===== config.mk =====
export PLATFORM = sky130hd
export DESIGN_NAME = rd_line_fetch_ctrl_flat
export DESIGN_NICKNAME = d
export VERILOG_FILES = /design/src/rtl/rd_line_fetch_if.sv /design/src/rtl/rd_line_fetch_ctrl.sv /design/src/flat_wrapper.sv
export SDC_FILE = /design/constraint.sdc
export NUM_CORES = 1
export LEC_CHECK = 0
export ABC_CLOCK_PERIOD_IN_PS = 12200
export BUFFER_PORTS_ARGS = -buffer_cell sky130_fd_sc_hd__buf_2
export CORE_ASPECT_RATIO = 0.7
export CORE_MARGIN = 1.5
export CORE_UTILIZATION = 59
export DETAILED_ROUTE_END_ITERATION = 6
export PLACE_DENSITY = 0.84
export SYNTH_ARGS = -nofsm -noshare
export SYNTH_HDL_FRONTEND = slang
export SYNTH_SLANG_ARGS = --single-unit

===== constraint.sdc =====
create_clock -name clk -period 12.2 [get_ports clk]
set_input_delay 3.66 -clock clk [delete_from_list [all_inputs] [get_ports clk]]
set_output_delay 3.66 -clock clk [all_outputs]
set_load 0.02 [all_outputs]

===== src/rtl/rd_line_fetch_if.sv =====
// rd_line_fetch_if: requester, read-channel and line-return signals of the line fetch controller
interface rd_line_fetch_if;
  logic         fetch_req;
  logic [31:0]  fetch_addr;
  logic         fetch_ack;
  logic         rstart_rq;
  logic [31:0]  rin_addr;
  logic         rdat_m_valid;
  logic [127:0] rdat_m_data;
  logic         line_valid;
  logic [127:0] line_data;
  logic [31:0]  line_addr;
  logic         line_ready;
  logic         err_unexp;
  modport slave (
    input  fetch_req, fetch_addr, rdat_m_valid, rdat_m_data, line_ready,
    output fetch_ack, rstart_rq, rin_addr, line_valid, line_data, line_addr, err_unexp
  );
  modport master (
    output fetch_req, fetch_addr, rdat_m_valid, rdat_m_data, line_ready,
    input  fetch_ack, rstart_rq, rin_addr, line_valid, line_data, line_addr, err_unexp
  );
endinterface


===== src/rtl/rd_line_fetch_ctrl.sv =====
// rd_line_fetch_ctrl: queues line fetches, issues credit-limited reads and returns lines in issue order
module rd_line_fetch_ctrl #(
  parameter int AFIFO_DEPTH = 4,
  parameter int MAX_OUT     = 2
) (
  input logic           clk,
  input logic           rst_n,
  rd_line_fetch_if.slave bus
);
  localparam int AW = $clog2(AFIFO_DEPTH);
  localparam int CW = $clog2(MAX_OUT + 1);
  localparam logic [AW:0] A_FULL  = (AW + 1)'(AFIFO_DEPTH);
  localparam logic [CW:0] CREDITS = (CW + 1)'(MAX_OUT);
  typedef enum logic {IDLE, ISSUE} state_t;
  state_t        state, state_nx;
  logic          rdy;
  logic [31:0]   afifo [AFIFO_DEPTH];
  logic [AW-1:0] a_wr, a_rd;
  logic [AW:0]   a_cnt;
  logic [31:0]   tags [2];
  logic          t_wr, t_rd;
  logic [CW-1:0] inflight, ret_count;
  logic [31:0]   rb_addr [2];
  logic [127:0]  rb_data [2];
  logic          b_wr, b_rd;
  logic          push, issue, ret, unexp, take, credit, err;
  // rdy holds fetch_ack low during reset and releases it on the first edge afterwards
  assign bus.fetch_ack  = rdy && (a_cnt != A_FULL);
  assign push           = bus.fetch_req && bus.fetch_ack;
  assign credit         = ({1'b0, inflight} + {1'b0, ret_count}) < CREDITS;
  assign ret            = bus.rdat_m_valid && (inflight != '0);
  assign unexp          = bus.rdat_m_valid && (inflight == '0);
  assign bus.line_valid = ret_count != '0;
  assign take           = bus.line_valid && bus.line_ready;
  assign bus.line_addr  = bus.line_valid ? rb_addr[b_rd] : '0;
  assign bus.line_data  = bus.line_valid ? rb_data[b_rd] : '0;
  assign bus.err_unexp  = err;
  // issue FSM: decide in IDLE on queue and credit, pulse one read start in ISSUE
  always_comb begin
    state_nx      = IDLE;
    issue         = 1'b0;
    bus.rin_addr  = '0;
    if (state == IDLE) state_nx = (a_cnt != '0 && credit) ? ISSUE : IDLE;
    else begin
      issue        = 1'b1;
      bus.rin_addr = afifo[a_rd];
    end
  end
  assign bus.rstart_rq = issue;
  // control state, pointers and counters; reset drops everything queued or in flight
  always_ff @(posedge clk or negedge rst_n) begin
    if (!rst_n) begin
      state     <= IDLE;
      rdy       <= 1'b0;
      a_wr      <= '0;
      a_rd      <= '0;
      a_cnt     <= '0;
      t_wr      <= 1'b0;
      t_rd      <= 1'b0;
      b_wr      <= 1'b0;
      b_rd      <= 1'b0;
      inflight  <= '0;
      ret_count <= '0;
      err       <= 1'b0;
    end else begin
      state     <= state_nx;
      rdy       <= 1'b1;
      if (push) a_wr <= a_wr + AW'(1);
      if (issue) a_rd <= a_rd + AW'(1);
      a_cnt     <= a_cnt + (AW + 1)'(push) - (AW + 1)'(issue);
      if (issue) t_wr <= ~t_wr;
      if (ret) t_rd <= ~t_rd;
      if (ret) b_wr <= ~b_wr;
      if (take) b_rd <= ~b_rd;
      inflight  <= inflight + CW'(issue) - CW'(ret);
      ret_count <= ret_count + CW'(ret) - CW'(take);
      if (unexp) err <= 1'b1;
    end
  end
  // storage arrays: address FIFO, issue-order tags and the return buffer need no reset
  always_ff @(posedge clk) begin
    if (push) afifo[a_wr] <= {bus.fetch_addr[31:4], 4'h0};
    if (issue) tags[t_wr] <= afifo[a_rd];
    if (ret) begin
      rb_addr[b_wr] <= tags[t_rd];
      rb_data[b_wr] <= bus.rdat_m_data;
    end
  end
endmodule

===== src/flat_wrapper.sv =====
// flat-port wrapper written by rule: the top's interface ports become plain ports
module rd_line_fetch_ctrl_flat 
#(
  parameter int AFIFO_DEPTH = 4,
  parameter int MAX_OUT     = 2
)
  (clk, rst_n, bus_fetch_req, bus_fetch_addr, bus_rdat_m_valid, bus_rdat_m_data, bus_line_ready, bus_fetch_ack, bus_rstart_rq, bus_rin_addr, bus_line_valid, bus_line_data, bus_line_addr, bus_err_unexp);
  rd_line_fetch_if bus_i ();
  input logic clk;
  input logic rst_n;
  input wire logic [$bits(bus_i.fetch_req)-1:0] bus_fetch_req;
  input wire logic [$bits(bus_i.fetch_addr)-1:0] bus_fetch_addr;
  input wire logic [$bits(bus_i.rdat_m_valid)-1:0] bus_rdat_m_valid;
  input wire logic [$bits(bus_i.rdat_m_data)-1:0] bus_rdat_m_data;
  input wire logic [$bits(bus_i.line_ready)-1:0] bus_line_ready;
  output wire logic [$bits(bus_i.fetch_ack)-1:0] bus_fetch_ack;
  output wire logic [$bits(bus_i.rstart_rq)-1:0] bus_rstart_rq;
  output wire logic [$bits(bus_i.rin_addr)-1:0] bus_rin_addr;
  output wire logic [$bits(bus_i.line_valid)-1:0] bus_line_valid;
  output wire logic [$bits(bus_i.line_data)-1:0] bus_line_data;
  output wire logic [$bits(bus_i.line_addr)-1:0] bus_line_addr;
  output wire logic [$bits(bus_i.err_unexp)-1:0] bus_err_unexp;
  assign bus_i.fetch_req = bus_fetch_req;
  assign bus_i.fetch_addr = bus_fetch_addr;
  assign bus_i.rdat_m_valid = bus_rdat_m_valid;
  assign bus_i.rdat_m_data = bus_rdat_m_data;
  assign bus_i.line_ready = bus_line_ready;
  assign bus_fetch_ack = bus_i.fetch_ack;
  assign bus_rstart_rq = bus_i.rstart_rq;
  assign bus_rin_addr = bus_i.rin_addr;
  assign bus_line_valid = bus_i.line_valid;
  assign bus_line_data = bus_i.line_data;
  assign bus_line_addr = bus_i.line_addr;
  assign bus_err_unexp = bus_i.err_unexp;
  rd_line_fetch_ctrl #(.AFIFO_DEPTH(AFIFO_DEPTH), .MAX_OUT(MAX_OUT)) u_core (.clk(clk), .rst_n(rst_n), .bus(bus_i));
endmodule

==> metrics.cfg <==
[outcome]
status = finished clean

[worst_setup_path]
criticalPathCategory = reg2out
reg2reg_depth = 4
required_ps = 8540
critPathMaxStageDelay_ps = 760
crit_family = buffers and inverters
crit_chain = nor2_4 > buf_4 > buf_4 > nor2_1 > buf_2
path_max_fanout = 76
crit_buf_inv = 3
crit_cells = 5
crit_top_cell = buf_4
r2r-start = u_core.inflight[1]$_DFF_PN0_
startpoint = u_core.ret_count[1]$_DFF_PN0_
cp_slowest_cell = buf_4
endpoint = bus_line_data[113]
crit_path_start_kind = register
rr_endpoint = u_core.rb_data[0][69]$_DFFE_PP_
crit_path_end_kind = primary output
cp_data_arrival_time_ps = 3450
rrSetupSlack_ps = 8770

[global_route]
antenna_found_initial = 12
grt_pass1_wl_um = 58100
overflow = 0
grt_pass1_vias = 9983
grt_max_degree = 118
grtUsageTotal = 0.233

[finish]
multi_input_comb_area_um2 = 3730
nets = 1549
drive_above_1_share = 0.347
final_util = 0.717
final_common_cell = edfxtp_1
register_area_um2 = 14900
fillers = 1925
final_cells = 1837
syn_to_final_growth_pct = 18.8
layout_common_cells = edfxtp_1 (480), buf_2 (348), nor2_1 (158)

[power_and_ir_drop]
p_leak_nw = 8.77
power.total_mw = 5.94
vdd_ir_drop_max_uv = 241
power_density_nw_per_um2 = 264

[logic_synthesis]
ys_seq_elements = 498
synth-compound-area-share = 0.00132
ys_warn_count = 0
yosys.cell_types.count = 25
synthSimpleGateAreaFrac = 0.0448
syn_inst = 1011
synth.cell_area_um2 = 18900
yosysSeqAreaShare = 0.786
synth_mux_area_frac = 0.133
synthAdderAreaFrac = 0.00873
synth_top_family_by_area = multiplexers
synth_xor_xnor_area_share = 0.00602
synth_area_per_cell_um2 = 18.7

[place]
post-place-ws_ps = 5420
port_buffers = 348
dp_cells = 1745
gp_congestion = 0.871
post-dp-hpwl_um = 23900

[timing]
timing.setup.tns_ps = 0
slew_headroom = 0.293
rsz0062_at_grt = no
finalSetupViolCount = 0
finalClockSkew_ps = 22.2
fmax_mhz = 141
setup_slack_ps = 5090
slew_viol_final = 0
worstMarginPinSlew_ps = 1060
period_minus_slack_ps = 7110
finalCritPeriodShare = 0.583
hold_viol = 0

[die]
die_w_um = 217
io_pins = 361
initial_core_util = 0.604
core_area_um2 = 31400
num_rows = 54
dieArea_um2 = 33200
chipHeight_um = 153

[clock_tree]
postCtsResizedCells = 0
clkTransAtPathRegs_ps = 60
cts_root_buf = clkbuf_16
cts-hold-fix-buffers = 0
clock_sinks = 498
worst_skew_pair.late_latency_ps = 550
cts_buffers = 45
h-tree-depth = 2
tritoncts = done
cts_setup_buffers = 0
clock_path_buffers = 3

[min_path]
hp-class = reg2reg

[routing]
via_per_inst = 5.42
wirelength_um = 38700
drtIter0Drc = 829
ant_nets = 0
avgRoutedWirePerCell_um = 21.1
first_pass_iters = 5
remaining_drc_errors = 0
vias = 9955

[run]
drv_cap = 0

==> cell type report <==
| class | count | share of cell area |
|---|---|---|
| Multi-Input combinational cell | 452 | 0.166 |
| Clock buffer | 60 | 0.0558 |
| Tap cell | 420 | 0.0234 |
| Clock inverter | 21 | 0.00685 |
| Inverter | 12 | 0.00200 |
| Timing Repair Buffer | 363 | 0.0831 |
| Sequential cell | 498 | 0.662 |
| Antenna cell | 11 | 0.00122 |
==> per-layer routing <==
layer | share of wire | GRT usage
met1 | 0.40 | 0.308
met2 | 0.50 | 0.382
met3 | 0.068 | 0.0496
met4 | 0.031 | 0.0966
met5 | 0.00034 | 0
==> sequential cells by signal, indices dropped and copies added, names as in the netlist, 2 cells and up <==
register / cells
u_core.a_cnt: 3
u_core.a_rd: 2
u_core.a_wr: 2
u_core.afifo: 112
u_core.inflight: 2
u_core.rb_addr: 56
u_core.rb_data: 256
u_core.ret_count: 2
u_core.tags: 56
==> through the flow <==
step | hold slack (ps) | area (um^2)
after floorplan | 454 | 18900
after global placement | 436 | 21000
after detailed placement | 449 | 21000
after CTS | 465 | 22400
after global routing | 489 | 22500
final | 460 | 22500
==> worst min path at each step <==
stage,from,endpoint,slack (ps),cells after the start
2_1_floorplan,u_core.t_wr$_DFFE_PN0P_,u_core.t_wr$_DFFE_PN0P_,450,1
3_5_place_dp,u_core.bus.err_unexp$_DFFE_PN0P_,u_core.bus.err_unexp$_DFFE_PN0P_,450,1
6_report,u_core.bus.err_unexp$_DFFE_PN0P_,u_core.bus.err_unexp$_DFFE_PN0P_,460,1
3_3_place_gp,u_core.bus.err_unexp$_DFFE_PN0P_,u_core.bus.err_unexp$_DFFE_PN0P_,440,1
5_1_grt,u_core.bus.err_unexp$_DFFE_PN0P_,u_core.bus.err_unexp$_DFFE_PN0P_,490,1
4_1_cts,u_core.bus.err_unexp$_DFFE_PN0P_,u_core.bus.err_unexp$_DFFE_PN0P_,460,1
==> synth_stat cells <==
library cell	number	area [um^2]
a21o_1	1	7.51
mux2_2	29	327
a21boi_0	1	7.51
xor2_1	3	26.3
xnor2_1	10	87.6
conb_1	2	7.51
inv_1	12	45.0
nor2_1	161	604
mux2i_1	156	1560
ha_1	10	125
nor4_1	1	6.26
clkbuf_1	13	48.8
a21oi_1	1	5.00
edfxtp_1	480	14400
and2_1	36	225
nor3_1	1	5.00
o21ai_0	1	5.00
buf_4	23	173
mux4_2	28	631
buf_6	3	33.8
fa_1	2	40.0
buf_1	5	18.8
buf_2	12	60.1
nand2_1	2	7.51
dfrtp_1	18	450
==> logic make-up after synthesis <==
| family | after synthesis |
|---|---|
| compound gates | 4 |
| mux | 213 |
| simple gates | 201 |
| xor+xnor | 13 |
| fa+ha+maj | 12 |
| buf+inv | 68 |
| flops | 498 |
| other cells | 2 |
==> power breakdown <==
| part | leakage (nW) | switching [mW] | total [mW] | internal [mW] |
|---|---|---|---|---|
| combinational | 3.45 | 1.34 | 2.05 | 0.712 |
| clock | 0.691 | 0.585 | 1.35 | 0.764 |
| sequential | 4.63 | 0.185 | 2.54 | 2.36 |
| total | 8.77 | 2.10 | 5.94 | 3.83 |
(Power assumes the default switching activity.)
